### src/rtl/ps2_rx_fifo.sv
// PS/2 device-to-host receiver with a show-ahead byte FIFO.
// Raw PS/2 clock/data pins are synchronized, falling edges of the PS/2
// clock drive an 11-bit deframer (start, 8 data LSB-first, odd parity,
// stop), and good bytes are queued for the memory-mapped read port.
module ps2_rx_fifo #(
    parameter int FIFO_DEPTH     = 16,
    parameter int TIMEOUT_CYCLES = 100000
) (
    input  logic        clk,
    input  logic        rst,
    input  logic        ps2_clk,
    input  logic        ps2_dat,
    input  logic        ps2_ren,
    output logic [15:0] ps2_data_in,
    output logic        ps2_overflow,
    output logic        ps2_frame_err
);

    localparam int AW = $clog2(FIFO_DEPTH);
    localparam int TW = (TIMEOUT_CYCLES > 2) ? $clog2(TIMEOUT_CYCLES) : 1;
    localparam logic [TW-1:0] TO_LAST = TW'(TIMEOUT_CYCLES - 1);

    typedef enum logic [1:0] {
        S_IDLE,
        S_DATA,
        S_PARITY,
        S_STOP
    } state_t;

    // ------------------------------------------------------------------
    // Input synchronization: bit 0 = PS/2 clock, bit 1 = PS/2 data.
    // Both chains reset to 1 so a released line never looks like an edge.
    // ------------------------------------------------------------------
    logic [1:0] pin_raw;
    logic [1:0] pin_sync;

    assign pin_raw = {ps2_dat, ps2_clk};

    for (genvar gi = 0; gi < 2; gi++) begin : g_sync
        logic meta_q;
        logic sync_q;

        // Two-flop synchronizer for one asynchronous pin
        always_ff @(posedge clk) begin
            if (rst) begin
                meta_q <= 1'b1;
                sync_q <= 1'b1;
            end else begin
                meta_q <= pin_raw[gi];
                sync_q <= meta_q;
            end
        end

        assign pin_sync[gi] = sync_q;
    end

    logic clk_sync;
    logic dat_sync;
    logic clk_prev_q;
    logic fall;

    assign clk_sync = pin_sync[0];
    assign dat_sync = pin_sync[1];

    // Previous synchronized PS/2 clock, for falling-edge detection
    always_ff @(posedge clk) begin
        if (rst) begin
            clk_prev_q <= 1'b1;
        end else begin
            clk_prev_q <= clk_sync;
        end
    end

    assign fall = clk_prev_q & ~clk_sync;

    // ------------------------------------------------------------------
    // Framer
    // ------------------------------------------------------------------
    state_t        state_q, state_d;
    logic [2:0]    bit_cnt_q, bit_cnt_d;
    logic [7:0]    shift_q, shift_d;
    logic          parity_q, parity_d;
    logic [TW-1:0] tmo_q, tmo_d;
    logic          frame_err_q, frame_err_d;
    logic          push_req;

    // Framer state and datapath registers
    always_ff @(posedge clk) begin
        if (rst) begin
            state_q     <= S_IDLE;
            bit_cnt_q   <= '0;
            shift_q     <= '0;
            parity_q    <= 1'b0;
            tmo_q       <= '0;
            frame_err_q <= 1'b0;
        end else begin
            state_q     <= state_d;
            bit_cnt_q   <= bit_cnt_d;
            shift_q     <= shift_d;
            parity_q    <= parity_d;
            tmo_q       <= tmo_d;
            frame_err_q <= frame_err_d;
        end
    end

    // Next-state logic: deframing on PS/2 falling edges plus a stall timeout
    always_comb begin
        state_d     = state_q;
        bit_cnt_d   = bit_cnt_q;
        shift_d     = shift_q;
        parity_d    = parity_q;
        tmo_d       = '0;
        frame_err_d = frame_err_q;
        push_req    = 1'b0;

        // Idle-time counter only runs while a frame is open
        if (state_q != S_IDLE && !fall) begin
            tmo_d = tmo_q + 1'b1;
        end

        case (state_q)
            S_IDLE: begin
                if (fall) begin
                    if (!dat_sync) begin
                        state_d   = S_DATA;
                        bit_cnt_d = '0;
                        shift_d   = '0;
                    end else begin
                        frame_err_d = 1'b1;
                    end
                end
            end
            S_DATA: begin
                if (fall) begin
                    shift_d   = {dat_sync, shift_q[7:1]};
                    bit_cnt_d = bit_cnt_q + 3'd1;
                    if (bit_cnt_q == 3'd7) begin
                        state_d = S_PARITY;
                    end
                end
            end
            S_PARITY: begin
                if (fall) begin
                    parity_d = dat_sync;
                    state_d  = S_STOP;
                end
            end
            S_STOP: begin
                if (fall) begin
                    // Odd parity over data + parity bit, stop bit must be high
                    if (dat_sync && (^{shift_q, parity_q})) begin
                        push_req = 1'b1;
                    end else begin
                        frame_err_d = 1'b1;
                    end
                    state_d = S_IDLE;
                end
            end
            default: begin
                state_d = S_IDLE;
            end
        endcase

        // A frame that stalls mid-way is abandoned; the partial byte is lost
        if (state_q != S_IDLE && !fall && tmo_q == TO_LAST) begin
            state_d     = S_IDLE;
            frame_err_d = 1'b1;
            tmo_d       = '0;
        end
    end

    // ------------------------------------------------------------------
    // Show-ahead FIFO. Pointers carry one extra wrap bit so full and
    // empty are distinguishable without a separate count.
    // ------------------------------------------------------------------
    logic [7:0]  mem_q [FIFO_DEPTH];
    logic [AW:0] wr_ptr_q, rd_ptr_q;
    logic        fifo_empty;
    logic        fifo_full;
    logic        pop;
    logic        push_ok;
    logic        push_drop;
    logic        overflow_q;

    assign fifo_empty = (wr_ptr_q == rd_ptr_q);
    assign fifo_full  = (wr_ptr_q[AW-1:0] == rd_ptr_q[AW-1:0]) &&
                        (wr_ptr_q[AW] != rd_ptr_q[AW]);

    // A pop on an empty FIFO is ignored; a simultaneous pop frees a slot
    // for a push arriving while full.
    assign pop       = ps2_ren & ~fifo_empty;
    assign push_ok   = push_req & (~fifo_full | pop);
    assign push_drop = push_req & fifo_full & ~pop;

    // Storage write; contents need no reset since the pointers gate reads
    always_ff @(posedge clk) begin
        if (push_ok) begin
            mem_q[wr_ptr_q[AW-1:0]] <= shift_q;
        end
    end

    // FIFO pointers and the sticky overflow flag
    always_ff @(posedge clk) begin
        if (rst) begin
            wr_ptr_q   <= '0;
            rd_ptr_q   <= '0;
            overflow_q <= 1'b0;
        end else begin
            if (push_ok) begin
                wr_ptr_q <= wr_ptr_q + 1'b1;
            end
            if (pop) begin
                rd_ptr_q <= rd_ptr_q + 1'b1;
            end
            if (push_drop) begin
                overflow_q <= 1'b1;
            end
        end
    end

    // Head entry is presented combinationally so the reader sees it in
    // the same cycle it strobes ps2_ren.
    assign ps2_data_in   = fifo_empty ? 16'h0000
                                      : {7'b0, 1'b1, mem_q[rd_ptr_q[AW-1:0]]};
    assign ps2_overflow  = overflow_q;
    assign ps2_frame_err = frame_err_q;

endmodule

### config.mk
export PLATFORM = sky130hd
export DESIGN_NAME = ps2_rx_fifo
export DESIGN_NICKNAME = d
export VERILOG_FILES = /design/src/rtl/ps2_rx_fifo.sv
export SDC_FILE = /design/constraint.sdc
export NUM_CORES = 1
export LEC_CHECK = 0
export BUFFER_PORTS_ARGS = -buffer_cell sky130_fd_sc_hd__buf_2
export CAP_MARGIN = 20
export CORE_MARGIN = 5
export CORE_UTILIZATION = 35
export DETAILED_ROUTE_END_ITERATION = 6
export SYNTH_ARGS = -nofsm -noshare
export SYNTH_HDL_FRONTEND = slang
export SYNTH_SLANG_ARGS = --single-unit
### constraint.sdc
create_clock -name clk -period 3.2 [get_ports clk]
set_clock_uncertainty 0.1 [all_clocks]
set_input_delay 0.48 -clock clk [delete_from_list [all_inputs] [get_ports clk]]
set_output_delay 0.48 -clock clk [all_outputs]
set_load 0.01 [all_outputs]
==> results of run 1 <==
## worst register-to-register path, stage by stage, from the launching register on
cell and delay, ns:
dfxtp_1 0.36, xor2_1 0.17, xnor3_2 0.50, xnor2_2 0.19
or3_1 0.42, nor2_1 0.51
## registers in the layout, summed over array words and instances (netlist names), 2 cells and up, named ones only
register,flops
shift_q,8
state_q,2
g_sync.meta_q,2
wr_ptr_q,5
rd_ptr_q,5
bit_cnt_q,3
tmo_q,17
mem_q,128
## logic make-up after synthesis
| family | after synthesis | synth area share |
|---|---|---|
| flops | 180 | 0.6567 |
| simple gates | 132 | 0.09218 |
| mux | 48 | 0.1196 |
| compound gates | 44 | 0.04357 |
| buf+inv | 37 | 0.02473 |
| xor+xnor | 31 | 0.04256 |
| fa+ha+maj | 12 | 0.02018 |
| other cells | 1 | 0.0005041 |
## where the power goes
part	leakage [uW]	internal (uW)	switching, uW	total, uW
clock network	0.000287	1180	909	2090
logic	0.000953	57.7	86.7	144
registers	0.00161	2480	13.6	2490
total	0.00285	3720	1010	4730
## metrics by stage
step,util,total power [uW],hold slack [ns],cells
3_5_place_dp,0.3796,2689,0.3006,780
3_3_place_gp,0.3796,2679,0.2932,780
5_1_grt,0.4083,4926,0.1202,813
4_1_cts,0.4081,4785,0.1120,812
6_report,0.4083,4726,0.1298,813
2_1_floorplan,-,2659,0.2895,491
## Yosys cell counts, types with 3 or more instances
cell / n
mux4_2: 32
buf_4: 9
xnor2_1: 9
a211oi_1: 16
nand3_1: 7
dfxtp_1: 52
o21ai_0: 3
inv_1: 7
nor2_1: 52
or2_2: 5
and3_1: 4
nand2_1: 11
xor2_1: 17
a22oi_1: 11
nand2b_1: 4
nand4_1: 9
mux2i_1: 12
nor2b_1: 13
clkbuf_1: 14
edfxtp_1: 128
xnor2_2: 3
a21oi_1: 3
buf_1: 3
ha_1: 12
nor3_1: 9
and2_1: 4
## routing by layer
metal | track usage | vias up | routed length, um
li1 | - | 1918 | -
met1 | 0.1658 | 2054 | 6723
met4 | 0.04085 | 0 | 128
met5 | 0 | - | 0
met3 | 0.03662 | 8 | 515
met2 | 0.1981 | 61 | 7033
## final timing paths
check | start | end | slack, ns
setup / recovery | register | ps2_data_in[2] | 0.20
hold / removal | ps2_dat | g_sync[1].meta_q | 0.13
setup reg to reg | shift_q[2] | mem_q[11][7] | 0.59
hold reg to reg | g_sync[1].meta_q | dat_sync | 0.31
## final cells by class
cell class              count  area (um2)  area share
well taps                 275       344.1     0.04021
multi-input cells         274        2392      0.2796
clock buffers              19       432.9     0.05059
flip-flops and latches    180        4886      0.5710
repair buffers             45       310.3     0.03626
clock inverters            13       165.2     0.01930
inverters                   7       26.28    0.003071
==> impl_metrics.json, run 1 <==
{
  "outcome": "finished, final reports clean",
  "critPathTopFamily": "multiplexers",
  "start_util": 0.3550,
  "start_kind": "register",
  "layout_setup_ws_ns": 0.2029,
  "finalHoldViolCount": 0,
  "finalSetupTns_ns": 0,
  "grt_pass1_wl_mm": 22.94,
  "setup_viol": 0,
  "clock.fmax_ghz": 0.3337,
  "first_iter_violations": 293,
  "vias": 4041,
  "finalWirelength_mm": 14.40,
  "synth-seq-cells": 180,
  "cp_cell_sequence": "buf_12 -> mux4_2 -> nor2b_1 -> a211oi_1 -> a211oi_1 -> buf_2",
  "grt.overflow.total": 0,
  "fin_crit_sh": 0.9366,
  "die_area_um2": 24270,
  "clkSinkCount": 180,
  "dp_hpwl_mm": 9.449,
  "cp_max_fo": 28,
  "nFillCells": 1941,
  "antenna_found_initial": 0,
  "grt_start_max_net_pins": 40,
  "arrival_ns": 2.42,
  "synthDistinctLibCells": 54,
  "cts_buffer_depth": 2,
  "p_leak_uw": 0.002846,
  "slew_headroom": 0.5478,
  "max_stage_delay_ns": 0.53,
  "die_x_um": 155.8,
  "async_reset_ff_frac": 0,
  "vias_per_cell": 4.970,
  "yosys_warnings": 0,
  "drive_gt1_frac": 0.2305,
  "whs_path_depth": 2,
  "pre_cts_ws_ns": 0.5834,
  "clkTransAtPathRegs_ns": 0.07,
  "syn-instance-count": 485,
  "root_buffer": "clkbuf_16",
  "ios": 23,
  "wl_per_cell_um": 17.71,
  "crit_top_cell": "a211oi_1",
  "path_depth": 6,
  "dr.pass1.iters": 4,
  "final_max_slew_viol_count": 0,
  "fin_nets": 542,
  "ant_nets": 0,
  "clkLatencyLatePin_ns": 0.43,
  "tightest_slew_ns": 0.6773,
  "path_class": "register to output pin",
  "place_congestion": 0.7126,
  "hold_class": "primary input to register",
  "place_area_um2": 7954,
  "cts_tree": "done",
  "final_area_um2": 8557,
  "hold_buffers": 0,
  "worst_path_max_delay_cell": "mux4_2",
  "maxCapViolations": 0,
  "grt_pass1_vias": 4129,
  "area_growth_syn_to_layout_pct": 15.04,
  "synth_flop_cell": "edfxtp_1",
  "period_needed_ns": 2.997,
  "cts_resized": 0,
  "worst-path-buf-inv": 2,
  "avgSynthCellArea_um2": 15.34,
  "rsz0062_at_grt": "no",
  "yosysTopAreaCell": "edfxtp_1",
  "grt_use_total": 0.1249,
  "synth_edf_count": 128,
  "reg2regPathDepth": 5,
  "die_h_um": 155.8,
  "drcViolationCount": 0,
  "endpoint_kind": "output pin",
  "final_common_cell": "edfxtp_1",
  "syn_area_um2": 7438,
  "ir_drop_uv": 385.1,
  "yosys-top-cells-area": "edfxtp_1 (52%), dfxtp_1 (14%), mux4_2 (9.7%)",
  "cts_max_level": 4,
  "portBuffers": 15,
  "final_cell_mix": "edfxtp_1 (128), nor2_1 (52), dfxtp_1 (51), mux4_2 (32), buf_4 (28)",
  "required_ns": 2.62,
  "rows": 53,
  "core_area_um2": 20960,
  "n_antenna_cell": 0,
  "ys_seq_area_frac": 0.6567,
  "cts_setup_buffers": 0,
  "power.density_nw_per_um2": 552.2,
  "cts_buffers": 17,
  "yosysTopAreaCellShare": 0.5167
}
Power figures use the tool's default switching activity.
==> inputs of run 2 (changes only) <==
- RECOVER_POWER: not set -> 25
==> impl_metrics.json, run 2 (same netlist as run 1, synthesis figures left out) <==
{
  "tightest_slew_ns": 0.8951,
  "finalWirelength_mm": 14.35,
  "wl_per_cell_um": 17.65,
  "vias_per_cell": 4.985,
  "first_iter_violations": 324,
  "whs_path_depth": 2,
  "ant_nets": 0,
  "rows": 53,
  "clkSinkCount": 180,
  "required_ns": 2.62,
  "worst-path-buf-inv": 2,
  "crit_top_cell": "a211oi_1",
  "critPathTopFamily": "multiplexers",
  "finalHoldViolCount": 0,
  "drcViolationCount": 0,
  "place_congestion": 0.7126,
  "clkLatencyLatePin_ns": 0.43,
  "dp_hpwl_mm": 9.449,
  "cts_buffer_depth": 2,
  "die_x_um": 155.8,
  "portBuffers": 15,
  "worst_path_max_delay_cell": "mux4_2",
  "finalSetupTns_ns": 0,
  "ios": 23,
  "rsz0062_at_grt": "no",
  "ir_drop_uv": 393.0,
  "final_area_um2": 8531,
  "fin_nets": 542,
  "path_class": "register to output pin",
  "clock.fmax_ghz": 0.3332,
  "final_cell_mix": "edfxtp_1 (128), nor2_1 (52), dfxtp_1 (51), mux4_2 (32), buf_4 (21)",
  "max_stage_delay_ns": 0.52,
  "multi_input_area_um2": 2392,
  "power.density_nw_per_um2": 554.8,
  "cp_cell_sequence": "buf_12 -> mux4_2 -> nor2b_1 -> a211oi_1 -> a211oi_1 -> buf_2",
  "cts_setup_buffers": 0,
  "grt_pass1_vias": 4129,
  "antenna_found_initial": 0,
  "clkTransAtPathRegs_ns": 0.07,
  "root_buffer": "clkbuf_16",
  "start_kind": "register",
  "p_leak_uw": 0.002816,
  "fin_crit_sh": 0.9379,
  "cp_max_fo": 28,
  "grt_pass1_wl_mm": 22.94,
  "stdcell_count": 813,
  "grt_start_max_net_pins": 40,
  "grt.overflow.total": 0,
  "drive_gt1_frac": 0.2175,
  "outcome": "finished, final reports clean",
  "die_h_um": 155.8,
  "nFillCells": 1951,
  "final_max_slew_viol_count": 0,
  "n_antenna_cell": 0,
  "dr.pass1.iters": 6,
  "die_area_um2": 24270,
  "vias": 4053,
  "p_total_uw": 4733,
  "grt_use_total": 0.1249,
  "cts_tree": "done",
  "hold_class": "primary input to register",
  "endpoint_kind": "output pin",
  "core_area_um2": 20960,
  "start_util": 0.3550,
  "place_inst": 780,
  "cts_max_level": 4,
  "cts_buffers": 17,
  "final_common_cell": "edfxtp_1",
  "place_area_um2": 7954,
  "hold_buffers": 0,
  "maxCapViolations": 0,
  "largest_reg_flops": 128,
  "period_needed_ns": 3.001,
  "layout.area.seq_um2": 4886,
  "slew_headroom": 0.4033,
  "cts_resized": 0,
  "arrival_ns": 2.42,
  "area_growth_syn_to_layout_pct": 14.68,
  "path_depth": 6,
  "setup_viol": 0,
  "reg2regPathDepth": 5
}
## run 2: metal layers
layer | vias up | wire [um] | GRT usage
met5 | - | 0 | 0
met4 | 0 | 178 | 0.04085
met3 | 14 | 702 | 0.03662
li1 | 1918 | - | -
met1 | 2047 | 6434 | 0.1658
met2 | 74 | 7036 | 0.1981
## run 2: worst paths after layout
check / from / endpoint / slack [ns]
worst min-delay path: ps2_dat / g_sync[1].meta_q / 0.13
worst max-delay path: register / ps2_data_in[0] / 0.20
worst min register to register: g_sync[1].meta_q / dat_sync / 0.31
worst max register to register: shift_q[2] / mem_q[11][7] / 0.59
## run 2: worst register-to-register path, cell delays in order (launching register included)
cell,delay (ns)
dfxtp_1,0.36
xor2_1,0.17
xnor3_2,0.50
xnor2_2,0.19
or3_1,0.42
nor2_1,0.51
## run 2: area by class of cell
cell class / count / area share
clock buffers: 19 / 0.05075
clock inverters: 13 / 0.01936
inverters: 7 / 0.003080
multi-input cells: 274 / 0.2804
flip-flops and latches: 180 / 0.5727
well taps: 275 / 0.04033
repair buffers: 45 / 0.03329
## run 2: stage by stage
stage / setup WS [ns] / hold slack, ns / util
detailed placement: 0.5834 / 0.3006 / 0.3796
floorplan: 0.3567 / 0.2895 / -
CTS: 0.1200 / 0.1120 / 0.4081
finish: 0.1988 / 0.1272 / 0.4071
global route: 0.03738 / 0.1202 / 0.4071
global placement: 0.6283 / 0.2932 / 0.3796
## run 2: report_power, final
part / total [uW] / leakage (uW) / internal [uW] / switching (uW)
Combinational: 144 / 0.000923 / 57.7 / 86.7
Sequential: 2490 / 0.00161 / 2480 / 13.2
Clock: 2100 / 0.000287 / 1180 / 917
Total: 4730 / 0.00282 / 3720 / 1020
==> inputs of run 3 (changes only) <==
- SETUP_SLACK_MARGIN: not set -> 0.1
- clock period: 3.2 -> 3 ns (I/O delays scaled with it)
==> impl_metrics.json, run 3 (same netlist as run 1, synthesis figures left out) <==
{
  "outcome": "finished, final reports clean",
  "clkSinkCount": 180,
  "cts_buffers": 17,
  "r2r-start": "shift_q[1]",
  "whs_path_depth": 2,
  "start_kind": "register",
  "ant_nets": 0,
  "ir_drop_uv": 361.0,
  "first_iter_violations": 308,
  "cts_tree": "done",
  "tightest_slew_ns": 0.9647,
  "hold_path_startpoint": "ps2_clk",
  "grt_pass1_wl_mm": 22.58,
  "die_area_um2": 24270,
  "setup_viol": 0,
  "place_congestion": 0.7379,
  "layout.area.seq_um2": 4890,
  "largest_reg_flops": 128,
  "root_buffer": "clkbuf_16",
  "power.density_nw_per_um2": 577.0,
  "cts_max_level": 4,
  "die_h_um": 155.8,
  "clkLatencyLatePin_ns": 0.43,
  "hold_class": "primary input to register",
  "grt_pass1_vias": 4120,
  "slew_headroom": 0.3569,
  "finalHoldViolCount": 0,
  "multi_input_area_um2": 2401,
  "nFillCells": 1925,
  "timing.hold.ws_ns": 0.09772,
  "drive_gt1_frac": 0.2335,
  "antenna_found_initial": 0,
  "dp_hpwl_mm": 9.273,
  "finalSetupTns_ns": 0,
  "grt_start_max_net_pins": 40,
  "endpoint_kind": "output pin",
  "final_cell_mix": "edfxtp_1 (128), nor2_1 (52), dfxtp_1 (50), mux4_2 (32), buf_4 (25)",
  "grt.overflow.total": 0,
  "core_area_um2": 20960,
  "p_leak_uw": 0.002847,
  "fin_crit_sh": 0.9365,
  "final_max_slew_viol_count": 0,
  "vias_per_cell": 4.993,
  "arrival_ns": 2.26,
  "rrSetupSlack_ns": 0.49,
  "period_needed_ns": 2.809,
  "maxCapViolations": 0,
  "hold_buffers": 0,
  "required_ns": 2.45,
  "cp_max_fo": 5,
  "finalWirelength_mm": 14.23,
  "r2r-end": "mem_q[0][5]",
  "start_util": 0.3550,
  "wl_per_cell_um": 17.37,
  "dr.pass1.iters": 4,
  "area_growth_syn_to_layout_pct": 15.44,
  "final_common_cell": "edfxtp_1",
  "portBuffers": 15,
  "ios": 23,
  "drcViolationCount": 0,
  "n_antenna_cell": 0,
  "path_class": "register to output pin",
  "grt_use_total": 0.1226,
  "rows": 53,
  "clock.fmax_ghz": 0.3559,
  "cts_buffer_depth": 2,
  "rsz0062_at_grt": "no",
  "clkTransAtPathRegs_ns": 0.07,
  "fin_nets": 548,
  "reg2regPathDepth": 6,
  "die_x_um": 155.8,
  "hold-path-endpoint": "g_sync[0].meta_q",
  "vias": 4089
}
[run 3: changes by cell type in the layout (fill, tap and decap cells not counted), sizes merged]
| cell | previous run | this run |
|---|---|---|
| buf | 37 | 44 |
| inv | 13 | 14 |
| clkinv | 3 | 5 |
| clkbuf | 27 | 24 |
| bufinv | 2 | 1 |
[run 3: timing repair]
item / CTS / global route
buffers inserted: 0 / 3
resized for setup: 2 / 2
endpoints found under the setup margin: 8 / 8
[run 3: critical path, stage by stage (launching register included)]
cell	delay (ns)
dfxtp_4	0.41
buf_12	0.13
mux4_2	0.52
nor2b_1	0.16
a211oi_1	0.31
a211oi_1	0.11
buf_2	0.19
[run 3: stage by stage]
step	power (uW)	instances	cell area, um2	setup slack (ns)	utilization
2_1_floorplan	2837	491	7461	0.1567	-
3_3_place_gp	2858	783	7989	0.4644	0.3812
3_5_place_dp	2868	783	7989	0.4228	0.3812
4_1_cts	5012	815	8564	0.06261	0.4087
5_1_grt	5132	819	8587	0.09593	0.4098
6_report	4955	819	8587	0.1906	0.4098
[run 3: power by group]
part | internal (uW) | switching, uW
combinational | 61.5 | 93.2
clock | 1170 | 977
sequential | 2640 | 13.6
[run 3: worst max path at each step]
stage | from | endpoint | cells after the start
finish | register | ps2_data_in[5] | 6
global route | register | ps2_data_in[5] | 6
CTS | register | ps2_data_in[1] | 6
detailed placement | register | ps2_data_in[1] | 6
global placement | register | ps2_data_in[1] | 6
floorplan | shift_q[1] | mem_q[3][0] | 5
[run 3: cell type report]
cell class	count	area share
timing repair buffer	51	0.04124
clock inverter	15	0.01705
sequential	180	0.5694
multi-input combinational	274	0.2796
tap	275	0.04007
inverter	7	0.003060
clock buffer	17	0.04954
[run 3: per-layer routing]
metal | GRT usage | part of all wire
met5 | 0 | 0
met3 | 0.03606 | 0.037
met4 | 0.03501 | 0.011
met2 | 0.1987 | 0.49
met1 | 0.1611 | 0.46
